File: config.mk
export PLATFORM = sky130hd
export DESIGN_NAME = instruction_fetch
export DESIGN_NICKNAME = d
export VERILOG_FILES = /design/src/rtl/pipeline_pkg.sv /design/src/rtl/if_id_reg.sv /design/src/rtl/instruction_fetch.sv
export SDC_FILE = /design/constraint.sdc
export NUM_CORES = 1
export LEC_CHECK = 0
export ABC_AREA = 1
export ABC_CLOCK_PERIOD_IN_PS = 1600
export CAP_MARGIN = 15
export CORE_MARGIN = 4
export CORE_UTILIZATION = 40
export CTS_BUF_LIST = sky130_fd_sc_hd__clkbuf_4
export DETAILED_ROUTE_END_ITERATION = 10
export PLACE_DENSITY_LB_ADDON = 0.12
export SLEW_MARGIN = 15
export SYNTH_ARGS = -nofsm -noshare
export SYNTH_HDL_FRONTEND = slang
export SYNTH_HIERARCHICAL = 1
export SYNTH_SLANG_ARGS = --single-unit
export TNS_END_PERCENT = 1
File: constraint.sdc
create_clock -name clk -period 1.6 [get_ports clk]
set_input_delay 0.24 -clock clk [delete_from_list [all_inputs] [get_ports clk]]
set_output_delay 0.24 -clock clk [all_outputs]
set_load 0.05 [all_outputs]
File: src/rtl/pipeline_pkg.sv
// Shared pipeline definitions: architectural width, reset PC, bubble word,
// the fetch-stage state encoding and the sequential-PC helper.
package pipeline_pkg;

   localparam int          XLEN      = 32;
   localparam logic [31:0] RESET_PC  = 32'h0000_0000;
   localparam logic [31:0] NOP_INSTR = 32'h0000_0013;   // addi x0,x0,0

   typedef enum logic [1:0] {
      FETCH = 2'd0,
      HOLD  = 2'd1,
      DROP  = 2'd2
   } fetch_state_t;

   // Sequential PC; wraps 0xFFFF_FFFC -> 0x0000_0000 silently.
   function automatic logic [XLEN-1:0] pc_plus4(input logic [XLEN-1:0] pc_in);
      return pc_in + 32'd4;
   endfunction

endpackage

File: src/rtl/if_id_reg.sv
// IF/ID pipeline register.
//   clk, rst_n        : clock, async active-low reset
//   load              : capture instr_d/pc_d, mark valid
//   flush             : insert bubble (NOP_INSTR, valid=0), PC kept; beats load
//   instr_d, pc_d     : next instruction word and its PC
//   instruction, pc,
//   valid             : registered IF/ID contents presented to ID
module if_id_reg #(
   parameter logic [31:0] RESET_PC  = pipeline_pkg::RESET_PC,
   parameter logic [31:0] NOP_INSTR = pipeline_pkg::NOP_INSTR
) (
   input  logic                         clk,
   input  logic                         rst_n,
   input  logic                         load,
   input  logic                         flush,
   input  logic [pipeline_pkg::XLEN-1:0] instr_d,
   input  logic [pipeline_pkg::XLEN-1:0] pc_d,
   output logic [pipeline_pkg::XLEN-1:0] instruction,
   output logic [pipeline_pkg::XLEN-1:0] pc,
   output logic                         valid
);

   always_ff @(posedge clk or negedge rst_n) begin
      if (!rst_n) begin
         instruction <= NOP_INSTR;
         pc          <= RESET_PC;
         valid       <= 1'b0;
      end else if (flush) begin
         instruction <= NOP_INSTR;
         valid       <= 1'b0;
      end else if (load) begin
         instruction <= instr_d;
         pc          <= pc_d;
         valid       <= 1'b1;
      end
   end

endmodule

File: src/rtl/instruction_fetch.sv
// Instruction fetch stage: PC register, instruction-memory request handshake,
// one-entry skid buffer for words returned while ID is stalled, and
// branch redirect handling, feeding the IF/ID register.
//   clk, rst_n                  : clock, async active-low reset
//   pc_load, if_id_load         : hazard-unit enables for PC and IF/ID
//   branch_taken, branch_target : redirect from EX (target[1:0] ignored)
//   imem_req, imem_addr         : memory read request, address = PC
//   imem_ready, imem_rdata      : memory completion and returned word
//   instruction, pc, valid      : IF/ID contents
//
// state | meaning
// FETCH | request outstanding at pc_q (request drops only in HOLD/reset)
// HOLD  | word parked in skid buffer, waiting for ID to accept it
// DROP  | redirected while a request was in flight; finish it, discard word
module instruction_fetch #(
   parameter logic [31:0] RESET_PC  = pipeline_pkg::RESET_PC,
   parameter logic [31:0] NOP_INSTR = pipeline_pkg::NOP_INSTR
) (
   input  logic                         clk,
   input  logic                         rst_n,
   input  logic                         pc_load,
   input  logic                         if_id_load,
   input  logic                         branch_taken,
   input  logic [pipeline_pkg::XLEN-1:0] branch_target,
   output logic                         imem_req,
   output logic [pipeline_pkg::XLEN-1:0] imem_addr,
   input  logic                         imem_ready,
   input  logic [pipeline_pkg::XLEN-1:0] imem_rdata,
   output logic [pipeline_pkg::XLEN-1:0] instruction,
   output logic [pipeline_pkg::XLEN-1:0] pc,
   output logic                         valid
);

   import pipeline_pkg::*;

   fetch_state_t    state_q;
   logic [XLEN-1:0] pc_q;
   logic [XLEN-1:0] pend_pc_q;     // redirect target held while draining in DROP
   logic [XLEN-1:0] skid_instr_q;
   logic [XLEN-1:0] skid_pc_q;
   logic            req_q;

   logic            fire;
   logic [XLEN-1:0] target;
   logic            ifid_load;
   logic [XLEN-1:0] ifid_instr_d;
   logic [XLEN-1:0] ifid_pc_d;

   // A response only counts while our request is up, so a response that
   // straddles a reset is ignored.
   assign fire      = req_q & imem_ready;
   assign target    = branch_target & ~32'h3;
   assign imem_req  = req_q;
   assign imem_addr = pc_q;

   always_comb begin
      ifid_load    = 1'b0;
      ifid_instr_d = imem_rdata;
      ifid_pc_d    = pc_q;
      if (!branch_taken) begin
         case (state_q)
            FETCH: ifid_load = fire & if_id_load;
            HOLD: begin
               ifid_load    = if_id_load;
               ifid_instr_d = skid_instr_q;
               ifid_pc_d    = skid_pc_q;
            end
            default: ifid_load = 1'b0;
         endcase
      end
   end

   always_ff @(posedge clk or negedge rst_n) begin
      if (!rst_n) begin
         state_q      <= FETCH;
         pc_q         <= RESET_PC;
         pend_pc_q    <= RESET_PC;
         skid_instr_q <= NOP_INSTR;
         skid_pc_q    <= RESET_PC;
         req_q        <= 1'b0;
      end else begin
         case (state_q)
            FETCH: begin
               req_q <= 1'b1;
               if (branch_taken) begin
                  if (fire) begin
                     pc_q <= target;
                  end else begin
                     pend_pc_q <= target;
                     state_q   <= DROP;
                  end
               end else if (fire) begin
                  if (pc_load)
                     pc_q <= pc_plus4(pc_q);
                  if (!if_id_load) begin
                     skid_instr_q <= imem_rdata;
                     skid_pc_q    <= pc_q;
                     req_q        <= 1'b0;
                     state_q      <= HOLD;
                  end
               end
            end
            HOLD: begin
               if (branch_taken) begin
                  pc_q    <= target;
                  req_q   <= 1'b1;
                  state_q <= FETCH;
               end else if (if_id_load) begin
                  // If the PC was frozen when the word was parked, step past
                  // it now that it has been delivered; otherwise the same
                  // word would be fetched and delivered a second time.
                  if (pc_load && (pc_q == skid_pc_q))
                     pc_q <= pc_plus4(pc_q);
                  req_q   <= 1'b1;
                  state_q <= FETCH;
               end
            end
            DROP: begin
               req_q <= 1'b1;
               if (fire) begin
                  pc_q    <= branch_taken ? target : pend_pc_q;
                  state_q <= FETCH;
               end else if (branch_taken) begin
                  pend_pc_q <= target;
               end
            end
            default: begin
               state_q <= FETCH;
               req_q   <= 1'b0;
            end
         endcase
      end
   end

   if_id_reg #(
      .RESET_PC  (RESET_PC),
      .NOP_INSTR (NOP_INSTR)
   ) u_if_id_reg (
      .clk         (clk),
      .rst_n       (rst_n),
      .load        (ifid_load),
      .flush       (branch_taken),
      .instr_d     (ifid_instr_d),
      .pc_d        (ifid_pc_d),
      .instruction (instruction),
      .pc          (pc),
      .valid       (valid)
   );

endmodule
==> metrics.yaml, run 1 <==
cells_and_area:
  fill_cells: 2408
  ff_latch_area_mm2: 0.00495
  areaGrowthSynthToFinish_pct: 40.8
  multi_input_area_mm2: 0.00476
  drive_gt1_share_pct: 23.8
  final_nets: 1777
  fin_cells: 2046
routing:
  vias: 10100
  drtIter0Drc: 869
  drcViolationCount: 0
  routedWlPerCell_um: 15.2
  drt-total-wl_um: 31100
  drt_pass1_iterations: 6
  vias_per_cell: 4.94
  ant_nets: 0
floorplan:
  die_w_um: 169
  start_util_pct: 40.8
  core_area_mm2: 0.0253
  io-pin-count: 168
  dieArea_mm2: 0.0284
  num_rows: 58
  die_h_um: 169
sta:
  min_period_ns: 1.83
  fin_setup_tns_ns: -13.48
  worst_hold_slack_ns: 0.0779
  setup_viol: 147
  slew_headroom_pct: 75.7
  finalMaxSlewViolations: 0
  final.period_utilization_pct: 114
  clock_skew_ns: 0.0344
  worst_slack_ns: -0.225
  worstMarginPinSlew_ns: 0.364
  rsz0062_at_grt: "yes"
  fmax_mhz: 548
  hold_violations: 0
min_path:
  hold_path_class: "in -> async"
clock_network:
  insertion_delay_ns: 0.60
  ctsLongestPathBuffers: 2
  htree_levels: 4
  clockRootBuffer: "clkbuf_4"
  cts_made_buffers: 17
  cts_tree: "done"
  cts.sinks: 196
  path_clk_slew_ns: 0.21
synth:
  yosys-top-cells-area: "dfrtp_1 (46%), nand2_1 (20%), o21ai_0 (9.2%), inv_1 (5.1%), nand3_1 (4.7%)"
  netlist_area_mm2: 0.0103
  synth_cells: 1424
  yosysMostFrequentCell: "nand2_1"
  synth_nets: 1499
  ys_async_sr_fraction_pct: 100
  ys.flop_type: "dfrtp_1"
  ys_seq_area_share_pct: 47.6
  ys_seq_elements: 196
  netlist.area_leader.share_pct: 46.1
  synth_cell_type_count: 34
  ys_warn_count: 6
  synth_top_area_cell: "dfrtp_1"
  synth_commonest_cells: "nand2_1 (543), dfrtp_1 (190), o21ai_0 (189), inv_1 (141), nand3_1 (97)"
  avgSynthCellArea_um2: 7.24
  synth_edf_count: 0
setup_path:
  cp_max_fo: 7
  worstSetupPathType: "reg -> reg"
  required_ns: 2.08
  endpoint_kind: "register"
  startpoint_type: "register"
  worstPathArrival_ns: 2.31
placed_design:
  io_buffers: 165
  place.gp.congestion: 0.870
  post-place-ws_ns: -0.364
  place_inst: 1993
  dp_hpwl_um: 22600
power:
  p_switching_mw: 12.1
  power_density_mw_per_mm2: 1810
  p_seq_share_pct: 32.0
  p_clk_share_pct: 11.5
  ir_worst_vdd_mv: 1.33
  switching_share_pct: 46.2
  internal_power_mw: 14.1
  power_frac_comb_pct: 56.5
  leakage_nw: 7.09
global_routing:
  grt_use_total_pct: 21.8
  antenna_found_initial: 1
  grt_max_degree: 65
  grt_pass1_wl_um: 50400
  grt_remaining_overflow: 0
  grt_pass1_vias: 9647
flow_run:
  max_cap_viol_count: 0
outcome:
  violations: "setup timing"
  outcome: "complete, but fails checks"
[layout make-up]
type,instances,area share [%]
antenna,1,0.0172
clock buffer,17,0.879
clock inverter,15,1.50
inverter,143,3.70
multi-input combinational,1006,32.8
sequential,196,34.1
tap,330,2.84
timing repair buffer,338,24.2
[flip-flops by register name, summed over array words and instances (netlist names)]
register and count:
imem_req 1, skid_pc_q 32, u_if_id_reg/pc 32, skid_instr_q 32
imem_addr 32, u_if_id_reg/instruction 32, u_if_id_reg/valid 1, state_q 2
pend_pc_q 32
[worst max-delay path: stages, from the launching register on]
cell and delay (ns):
dfrtp_1 0.44, buf_4 0.14, buf_4 0.14, ha_1 0.24, nor2_2 0.18, buf_6 0.14, nand3_4 0.12, clkbuf_16 0.20
nand2_1 0.05, nand2_1 0.05
[power groups by stage]
| stage | registers, mW | logic, mW | clock network [mW] |
|---|---|---|---|
| after floorplan | 10.9 | 5.05 | 0 |
| after global placement | 8.37 | 13.5 | 0 |
| after detailed placement | 8.44 | 13.7 | 0 |
| after CTS | 8.36 | 14.4 | 3.14 |
| after global routing | 8.63 | 16.1 | 3.31 |
| final | 8.39 | 14.8 | 3.03 |
[repair_timing]
| item | in CTS | in global routing |
|---|---|---|
| gates cloned | 1 | 1 |
| hold endpoints to repair | 190 | 0 |
| setup endpoints to repair | 175 | 193 |
| resized for setup | 58 | 37 |
| pin swaps | 7 | 20 |
| setup buffers | 8 | 10 |
| hold buffers | 1 | 0 |
[routing by layer]
layer	GRT usage (%)	vias up	wire, um
met4	4.34	0	443
li1	-	5090	-
met1	31.5	4714	14800
met2	35.3	273	14200
met3	3.25	26	1650
met5	0	-	0
[cells in the final DEF (no fill, tap or decap), types with 2 or more instances in the layout]
cell	instances
xor2_1	7
inv_2	14
nand2_2	14
a21oi_1	8
o21bai_1	4
inv_6	4
xnor2_1	4
nand3_2	3
nand4_1	39
nand2_1	530
inv_8	2
o211ai_1	10
nand3_4	4
nor3_1	2
o21ai_0	184
clkdlybuf4s50_1	65
dfrtp_1	158
dfstp_2	6
buf_6	41
buf_12	48
buf_4	177
inv_1	129
xnor2_2	6
nor2_2	9
o21ai_1	8
clkbuf_4	17
inv_12	2
nor2_1	61
ha_4	3
nand3_1	91
nor2_4	4
buf_8	2
a21boi_0	2
a211oi_4	2
dfrtp_2	32
clkinv_8	6
[final timing paths]
kind	cells past startpoint	slack, ns	to	from
setup / recovery	9	-0.23	imem_addr[25]$_DFFE_PN0P_	state_q[0]$_DFFE_PN0P_
setup reg to reg	9	-0.23	imem_addr[25]$_DFFE_PN0P_	state_q[0]$_DFFE_PN0P_
max in group asynchronous	3	0.89	imem_addr[30]$_DFFE_PN0P_	rst_n
min in group clk	3	0.18	skid_instr_q[0]$_DFFE_PN1P_	imem_rdata[0]
hold reg to reg	2	0.50	u_if_id_reg/pc[12]$_DFFE_PN0P_	u_if_id_reg/pc[12]$_DFFE_PN0P_
hold / removal	2	0.08	u_if_id_reg/instruction[13]$_DFFE_PN0P_	rst_n
[kinds of logic (layout without fill, tap and decap cells)]
| kind of cell | count (synthesis) | after routing | share of synthesized area, % |
|---|---|---|---|
| xor gates and xnor gates | 17 | 17 | 1.44 |
| buffers and inverters | 222 | 513 | 8.73 |
| AOI/OAI and AO/OA | 222 | 222 | 11.3 |
| and+or+nand+nor | 761 | 761 | 30.2 |
| other | 0 | 1 | 0 |
| adders and majority gates | 5 | 5 | 0.606 |
| muxes | 1 | 1 | 0.109 |
| DFF | 196 | 196 | 47.6 |
[through the flow]
step                      util (%)  instance area (um^2)  power, mW
after floorplan                  -                 10500       15.9
after global placement        54.1                 13700       21.9
after detailed placement      54.1                 13700       22.1
after CTS                     56.7                 14300       25.9
after global routing          57.5                 14500       28.0
final                         57.5                 14500       26.2
(Power assumes the default switching activity.)
==> run 2, diff against run 1 <==
--- a/config.mk
+++ b/config.mk
@@ -7,7 +7,7 @@
 export LEC_CHECK = 0
 export ABC_AREA = 1
 export ABC_CLOCK_PERIOD_IN_PS = 1600
-export CAP_MARGIN = 15
+export CAP_MARGIN = 20
 export CORE_MARGIN = 4
 export CORE_UTILIZATION = 40
 export CTS_BUF_LIST = sky130_fd_sc_hd__clkbuf_4
==> results of run 2 <==
No change in the layout: final DEF, timing and power equal those of run 1.
==> run 3, diff against run 2 <==
--- a/config.mk
+++ b/config.mk
@@ -6,14 +6,14 @@
 export NUM_CORES = 1
 export LEC_CHECK = 0
 export ABC_AREA = 1
-export ABC_CLOCK_PERIOD_IN_PS = 1600
+export ABC_CLOCK_PERIOD_IN_PS = 1580
 export CAP_MARGIN = 20
 export CORE_MARGIN = 4
 export CORE_UTILIZATION = 40
 export CTS_BUF_LIST = sky130_fd_sc_hd__clkbuf_4
 export DETAILED_ROUTE_END_ITERATION = 10
 export PLACE_DENSITY_LB_ADDON = 0.12
-export SLEW_MARGIN = 15
+export SLEW_MARGIN = 20
 export SYNTH_ARGS = -nofsm -noshare
 export SYNTH_HDL_FRONTEND = slang
 export SYNTH_HIERARCHICAL = 1
==> constraint.sdc (replaced) <==
create_clock -name clk -period 1.58 [get_ports clk]
set_input_delay 0.237 -clock clk [delete_from_list [all_inputs] [get_ports clk]]
set_output_delay 0.237 -clock clk [all_outputs]
set_load 0.05 [all_outputs]
==> run 3 against run 2 <==
- the flow still finishes with violations (setup timing)
- sequential share of layout area is 0.24 points higher
- total power is 1.6% lower
- maximum frequency is 2.6% higher
- sequential power is 0.7% higher
- die area stayed put
- register-to-register slack better by 0.03 ns
- global-route usage hardly changed
- critical path type unchanged
==> metrics.yaml, run 3 (same netlist as run 1, synthesis figures left out) <==
outcome:
  outcome: "complete, but fails checks"
  violations: "setup timing"
setup_path:
  r2r_start: "state_q[1]$_DFFE_PN0P_"
  worstSetupPathType: "reg -> reg"
  r2r_end: "imem_addr[15]$_DFFE_PN0P_"
  endpoint_kind: "register"
  worstPathArrival_ns: 2.31  # about the same
  regToRegSetupSlack_ns: -0.20  # +0.03 ns
  cp-startpoint: "state_q[1]$_DFFE_PN0P_"
  startpoint_type: "register"
  ff2ff_path_depth: 12  # +3
  cp_max_fo: 30  # +23
  required_ns: 2.11  # +0.03 ns
power:
  total_power_mw: 25.8  # -1.6%
  power_density_mw_per_mm2: 1790  # -0.91%
  ir_worst_vdd_mv: 1.06  # -21%
  leakage_nw: 7.07  # -0.19%
routing:
  drcViolationCount: 0  # unchanged
  routedWlPerCell_um: 15.1  # -0.96%
  vias: 10000  # -0.60%
  vias_per_cell: 4.91  # -0.65%
  ant_nets: 0  # unchanged
  drt_pass1_iterations: 5  # -1
  drt-total-wl_um: 30800  # -0.92%
  drtIter0Drc: 964  # +11%
cells_and_area:
  finalInstanceArea_mm2: 0.0144  # -0.70%
  final_nets: 1778  # +0.056%
  multi_input_area_mm2: 0.00469  # -1.5%
  fill_cells: 2403  # -0.21%
  fin_util_pct: 57.1  # -0.40 points
  drive_gt1_share_pct: 22.6  # -1.2 points
  areaGrowthSynthToFinish_pct: 39.8
  final_cell_mix: "nand2_1 (541), o21ai_0 (185), buf_4 (178)"
  final_common_cell: "nand2_1"
  ff_latch_area_mm2: 0.00495  # unchanged
placed_design:
  io_buffers: 165  # unchanged
  post-place-ws_ns: -0.367  # -0.00222 ns
  place.gp.congestion: 0.860  # -1.1%
  dp_hpwl_um: 22600  # about the same
  post_dp_cell_area_mm2: 0.0138  # +0.90%
clock_network:
  clockRootBuffer: "clkbuf_4"
  cts.sinks: 196  # unchanged
  path_clk_slew_ns: 0.19  # -0.02 ns
  ctsLongestPathBuffers: 2  # unchanged
  cts_tree: "done"
  insertion_delay_ns: 0.62  # +0.02 ns
  cts_made_buffers: 17  # unchanged
  htree_levels: 4  # unchanged
global_routing:
  grt_pass1_wl_um: 50600  # +0.40%
  grt_use_total_pct: 21.8  # +0.022 points
  antenna_found_initial: 2  # +1
  grt_pass1_vias: 9674  # +0.28%
  grt_remaining_overflow: 0  # unchanged
  grt_max_degree: 66  # +1.5%
floorplan:
  core_area_mm2: 0.0253  # unchanged
  die_w_um: 169  # unchanged
  dieArea_mm2: 0.0284  # unchanged
  io-pin-count: 168  # unchanged
  die_h_um: 169  # unchanged
  start_util_pct: 40.8  # unchanged
  num_rows: 58  # unchanged
sta:
  rsz0062_at_grt: "yes"
  fmax_mhz: 562  # +2.6%
  final.period_utilization_pct: 113  # -1.5 points
  slew_headroom_pct: 74.2  # -1.6 points
  fin_setup_tns_ns: -13.34  # +0.138 ns
  worst_slack_ns: -0.199  # +0.0268 ns
  clock_skew_ns: 0.0348  # +0.000392 ns
  worstMarginPinSlew_ns: 0.387  # +0.0236 ns
  hold_violations: 0  # unchanged
  setup_viol: 154  # +4.8%
  min_period_ns: 1.78  # -0.0468 ns
  finalMaxSlewViolations: 0  # unchanged
min_path:
  whs_endpoint: "u_if_id_reg/instruction[0]$_DFFE_PN1P_"
  min-delay-start: "branch_taken"
  hold_path_class: "in -> reg"
  hold_depth: 4
flow_run:
  max_cap_viol_count: 0  # unchanged
-- run 3: timing repair --
item,CTS,global route
hold buffers,2,0
gates cloned,1,0
endpoints found under the hold margin,196,0
pin swaps,3,2
setup endpoints to repair,165,181
setup buffers,4,1
gates resized for setup,53,13
-- run 3: metal layers --
metal | wire length (um) | track usage, % | vias up
met5 | 7 | 0 | -
met4 | 371 | 4.23 | 2
met1 | 14500 | 31.7 | 4617
met3 | 1830 | 3.48 | 35
li1 | - | - | 5091
met2 | 14100 | 35.0 | 297
-- run 3: critical path, stage by stage, from the launching register on --
cell      delay (ns)
dfrtp_1         0.43
inv_2           0.08
ha_1            0.15
inv_2           0.05
nor2_4          0.14
nand2_1         0.10
o211ai_1        0.13
nor2_2          0.06
buf_4           0.16
nand3_4         0.09
buf_12          0.18
nand2_1         0.07
nand2_1         0.07
-- run 3: metrics by stage --
step,std cells,hold slack (ns)
6_report,2047,0.0905
5_1_grt,2047,0.0739
4_1_cts,2045,0.0539
3_5_place_dp,2006,0.0844
3_3_place_gp,2006,0.0818
2_1_floorplan,1424,-0.0586
-- run 3: report_power, final --
group / internal [mW] / switching, mW / leakage, nW
logic: 6.11 / 8.42 / 4.43
clock network: 0.760 / 2.08 / 0.164
registers: 6.98 / 1.47 / 2.48
total: 13.9 / 12.0 / 7.07
-- run 3: worst max-delay path by stage --
| stage | slack [ns] | end |
|---|---|---|
| after floorplan | -0.13 | imem_addr[26]$_DFFE_PN0P_ |
| after global placement | -0.33 | imem_addr[24]$_DFFE_PN0P_ |
| after detailed placement | -0.37 | imem_addr[31]$_DFFE_PN0P_ |
| after CTS | -0.19 | imem_addr[15]$_DFFE_PN0P_ |
| after global routing | -0.36 | imem_addr[15]$_DFFE_PN0P_ |
| final | -0.20 | imem_addr[15]$_DFFE_PN0P_ |
-- run 3: cell type report --
class	count	share of cell area (%)
Sequential cell	196	34.3
Antenna cell	1	0.0174
Timing Repair Buffer	339	24.4
Tap cell	330	2.86
Clock inverter	15	1.25
Inverter	143	3.72
Multi-Input combinational cell	1006	32.5
Clock buffer	17	0.885
==> patch 1 (flow settings as in run 2) <==
`XLEN`: 32 -> 16.
--- a/src/rtl/pipeline_pkg.sv
+++ b/src/rtl/pipeline_pkg.sv
@@ -3,5 +3,5 @@
 package pipeline_pkg;
 
-   localparam int          XLEN      = 32;
+   localparam int          XLEN      = 16;
    localparam logic [31:0] RESET_PC  = 32'h0000_0000;
    localparam logic [31:0] NOP_INSTR = 32'h0000_0013;   // addi x0,x0,0
Interface: changed (5 resized); port bits go from 168 to 88. No check against the original RTL was run, so the function may have changed too.
==> patch 1 against run 2 <==
The run still ends with negative setup slack left; cell area is 49% lower; setup slack better by 130 ps; sequential cell count is 96 lower; critical path depth is 3 higher; largest cell class unchanged; largest power group unchanged; hold slack better by 35 ps; via count is 51% lower; wire length is 54% lower; synthesized area is 49% lower; total power is 51% lower; count of clock-buffer cells in the layout is 6 lower; core utilization is 0.052 points lower.
==> patch 1: results (changes against run 2) <==
- Status: finished with violations
- Failing checks: negative setup slack
- Post-CTS Setup Inserts: 9 (+1)
- Top Family by Delay on Critical Path: simple AND/OR/NAND/NOR gates
- Post-synth top cells: nand2_1 (271), dfrtp_1 (94), o21ai_0 (91)
- Setup TNS after final layout: -2790 ps (+10,690 ps)
- Reg2reg path depth: 12 (+3)
- H-tree levels: 3 (-1)
- GRT met1 Usage: 27.4% (-4.0 points)
- Least-Margin Pin Slew: 578 ps (+214 ps)
- Leakage power: 3.67 nW (-48%)
- DRT Wirelength: 14.2 mm (-54%)
- Largest net degree at the start of global routing: 65 (unchanged)
- Clock Pin Slew Worst Setup and Hold Paths: 150 ps (-60 ps)
- Clk buf depth: 2 (unchanged)
- Resize count post-CTS: 30 (-48%)
- Final number of setup-violating endpoints: 48 (-67%)
- Gr usage total: 19.6% (-2.2 points)
- Vias per cell: 4.81 (-2.5%)
- Post-synthesis async set-or-reset flop share: 100% (unchanged)
- Worst vdd ir: 0.00110 V (-18%)
- Final net count: 900 (-49%)
- Initial antenna violation count: 0 (-1)
- Worst-Skew Late Latency: 470 ps (-130 ps)
- Count of input and output buffers: 85 (-48%)
- Place WS: -315 ps (+49.2 ps)
- Fin Clk Skew: 11.5 ps (-22.9 ps)
- Worst min path class: in -> async
- Synth Warn #: 6 (unchanged)
- Global-route met3 utilization: 2.93% (-0.32 points)
- Num CTS Buffers: 9 (-8)
- Yosys cell types: 36 (+5.9%)
- First-pass GRT wire length: 23.2 mm (-54%)
- Share of layout cells above drive strength 1: 25.2% (+1.4 points)
- Drt pass-1 iters: 5 (-1)
- Max FO, Critical Path: 6 (-1)
- CTS Hold Bufs: 1 (unchanged)
- GR Layer Usage met2: 30.8% (-4.5 points)
- Post-DP Area: 6770 sq um (-50%)
- Initial detailed-routing violation count: 298 (-66%)
- CP max stage delay: 430 ps
- Mapped Cells: 707 (-50%)
- Crit path DAT: 2070 ps (-240 ps)
- Post-Synthesis Net Count: 750 (-50%)
- # diodes: 0 (-1)
- Slowest cell on crit path: dfrtp_1
- Area contributors post-synth: dfrtp_1 (45%), nand2_1 (19%), o21ai_0 (8.6%)
- CTS Root Cell: clkbuf_4
- Setup WS post-layout: -90.5 ps (+135 ps)
- HPWL Detailed: 10.3 mm (-55%)
- Fin cells: 1,034 (-49%)
- Vias in the first global route: 4,646 (-52%)
- Sequential element share of the synthesized area: 47.5% (-0.10 points)
- Routability-driven placement congestion ratio: 0.855 (-1.7%)
## patch 1: cell count changes after synthesis, moves of 12 or more
cell      delta
buf_2       -12
nor2_1      -45
nand3_1     -52
nand4_1     -19
o21ai_0     -98
inv_1       -64
nand2_1    -272
clkbuf_1    -32
dfrtp_1     -96
## patch 1: metal layers
metal,share of wire (%),up-vias
met5,0,-
met4,2.2,0
met3,3.7,21
met2,47,116
met1,47,2287
li1,-,2553
## patch 1: worst paths after layout
check                              startpoint                          end  slack [ps]
min in group clk                imem_rdata[0]              skid_instr_q[0]         310
max in group asynchronous               rst_n                imem_addr[15]         940
setup / recovery                   state_q[0]                 imem_addr[1]         -90
hold reg to reg            u_if_id_reg/pc[10]           u_if_id_reg/pc[10]         490
hold / removal                          rst_n  u_if_id_reg/instruction[14]         110
setup reg to reg                   state_q[0]                 imem_addr[1]         -90
## patch 1: final cells by class
type,count,area [sq um]
multi-input combinational,497,2470
timing repair buffer,169,1660
fill,1172,5430
clock inverter,5,76.3
sequential,100,2530
inverter,80,309
clock buffer,11,82.6
tap,172,215
## patch 1: kinds of logic after synthesis
logic type,after synthesis,share of synthesized area [%]
AO/OA/AOI/OAI,113,11.3
XOR/XNOR,5,0.829
AND/OR/NAND/NOR,371,29.7
buffers and inverters,113,9.52
adder cells (fa/ha/maj),5,1.18
flip-flops,100,47.5
## patch 1: where the power goes
group / leakage [nW] / total [W] / internal, W / switching [W]
combinational: 2.31 / 0.00718 / 0.00297 / 0.00421
clock: 0.0845 / 0.00152 / 0.000662 / 0.000856
sequential: 1.27 / 0.00410 / 0.00346 / 0.000647
total: 3.67 / 0.0128 / 0.00709 / 0.00571
==> patch 2 (flow settings as in run 2) <==
Made on the original files. Reset style: synchronous (`rst_n`), changed in 2 clocked blocks. Comments in the files are not updated.
--- a/src/rtl/if_id_reg.sv
+++ b/src/rtl/if_id_reg.sv
@@ -21,5 +21,5 @@
 );
 
-   always_ff @(posedge clk or negedge rst_n) begin
+   always_ff @(posedge clk) begin
       if (!rst_n) begin
          instruction <= NOP_INSTR;
--- a/src/rtl/instruction_fetch.sv
+++ b/src/rtl/instruction_fetch.sv
@@ -71,5 +71,5 @@
    end
 
-   always_ff @(posedge clk or negedge rst_n) begin
+   always_ff @(posedge clk) begin
       if (!rst_n) begin
          state_q      <= FETCH;
Formal check against the unedited RTL: differs if rst_n is asserted again (counterexample within 4 cycles, from zero or initial values and one cycle with rst_n low); with rst_n held inactive, the same outputs for 4 cycles.
==> patch 2 against run 2 <==
The run still ends with negative setup slack left; wire length rose by 12%; cell area rose by 2.4%; non-clock buffer count rose by 47; sequential cell count did not move; global-route usage rose by 2.3 points; synthesized area rose by 0.79%; setup slack got worse by 11 ps; first-iteration DRC count rose by 22%; final cell count rose by 16%; fmax fell by 0.61%; critical path depth rose by 3; critical endpoint is now imem_addr[21].
Power is not compared: it rests on default switching activity, and its combinational part moved more than twofold at a synthesized area within 25%.
==> patch 2: results (changes against run 2) <==
- Drt pass-1 iters: 5 (-1)
- Final net count: 2,095 (+18%)
- FF/Latch Area: 4040 sq um (-18%)
- Sequential element share of the synthesized area: 37.7% (-9.9 points)
- Top Family by Delay on Critical Path: simple AND/OR/NAND/NOR gates
- Core area: 25,400 sq um (+0.57%)
- Post-synth top cells: nand2_1 (638), nor2_1 (243), dfxtp_1 (196)
- DRT Wirelength: 34.9 mm (+12%)
- Status: finished with violations
- Share of layout cells above drive strength 1: 24.0% (+0.16 points)
- Max FO, Critical Path: 28 (+21)
- Largest net degree at the start of global routing: 62 (-4.6%)
- Multi-input gate count: 1,285 (+28%)
- Reg2reg path depth: 12 (+3)
- Worst-Skew Late Latency: 620 ps (+20 ps)
- Mapped Cells: 1,714 (+20%)
- NonClk Buf Share: 25.0% (+0.78 points)
- Dpl cells: 2,323 (+17%)
- Final number of setup-violating endpoints: 79 (-46%)
- Fin cells: 2,364 (+16%)
- Routability-driven placement congestion ratio: 0.936 (+7.6%)
- Synthesized-area fraction occupied by adder cells: 0.602% (-0.0047 points)
- Initial detailed-routing violation count: 1,058 (+22%)
- Inverter count: 135 (-5.6%)
- Worst reg2reg startpoint: state_q[0]
- Failing checks: negative setup slack
- Slowest cell on crit path: dfxtp_4
- Vias per cell: 4.91 (-0.58%)
- Setup TNS after final layout: -7680 ps (+5800 ps)
- Crit path DAT: 2370 ps (+60 ps)
- CP endpoint: imem_addr[21]
- Post-synthesis async set-or-reset flop share: 0% (-100 points)
- FILL cells: 2,526 (+4.9%)
- Post-synthesis mux area share: 0% (-0.11 points)
- Place WS: -473 ps (-108 ps)
- Fin Clk Skew: 26.0 ps (-8.37 ps)
- Fraction of area in multi-input gates: 39.2% (+6.5 points)
- Slew margin rel.: 76.7% (+0.96 points)
- Area contributors post-synth: dfxtp_1 (38%), nand2_1 (23%), nor2_1 (8.8%)
- Clk tree area frac: 2.33% (-0.047 points)
- Post-DP Area: 13,900 sq um (+1.9%)
- Setup WS post-layout: -237 ps (-11.1 ps)
- First-pass GRT wire length: 56.6 mm (+12%)
- HPWL Detailed: 25.5 mm (+13%)
- Post-Synth XOR/XNOR Area: 0.674% (-0.77 points)
- Vias in the first global route: 10,700 (+11%)
- Gr usage total: 24.1% (+2.3 points)
- Number of non-clock buffers: 385 (+14%)
- Area grow syn2layout: 43.0%
[patch 2: changes by cell type after synthesis, moves of 21 or more]
cell	delta
dfxtp_1	+196
nor2_1	+173
o21ai_0	-38
dfrtp_1	-190
nand4_1	-23
a31oi_1	+21
nand2_1	+95
a21oi_1	+96
[patch 2: how the worst min path moves through the flow]
| stage | end | slack, ps |
|---|---|---|
| 4_1_cts | imem_addr[10] | 60 |
| 3_5_place_dp | u_if_id_reg/instruction[3] | 450 |
| 5_1_grt | skid_instr_q[4] | 70 |
| 2_1_floorplan | skid_instr_q[0] | 350 |
| 3_3_place_gp | u_if_id_reg/instruction[28] | 450 |
| 6_report | skid_instr_q[0] | 110 |
[patch 2: layer usage]
metal | GRT usage (%) | part of all wire, % | routed length, um | vias up
li1 | - | - | - | 6021
met1 | 37.4 | 50 | 17600 | 5207
met2 | 35.4 | 42 | 14800 | 346
met3 | 3.35 | 6.0 | 2080 | 31
met4 | 5.32 | 1.3 | 448 | 0
met5 | 0 | 0 | 0 | -
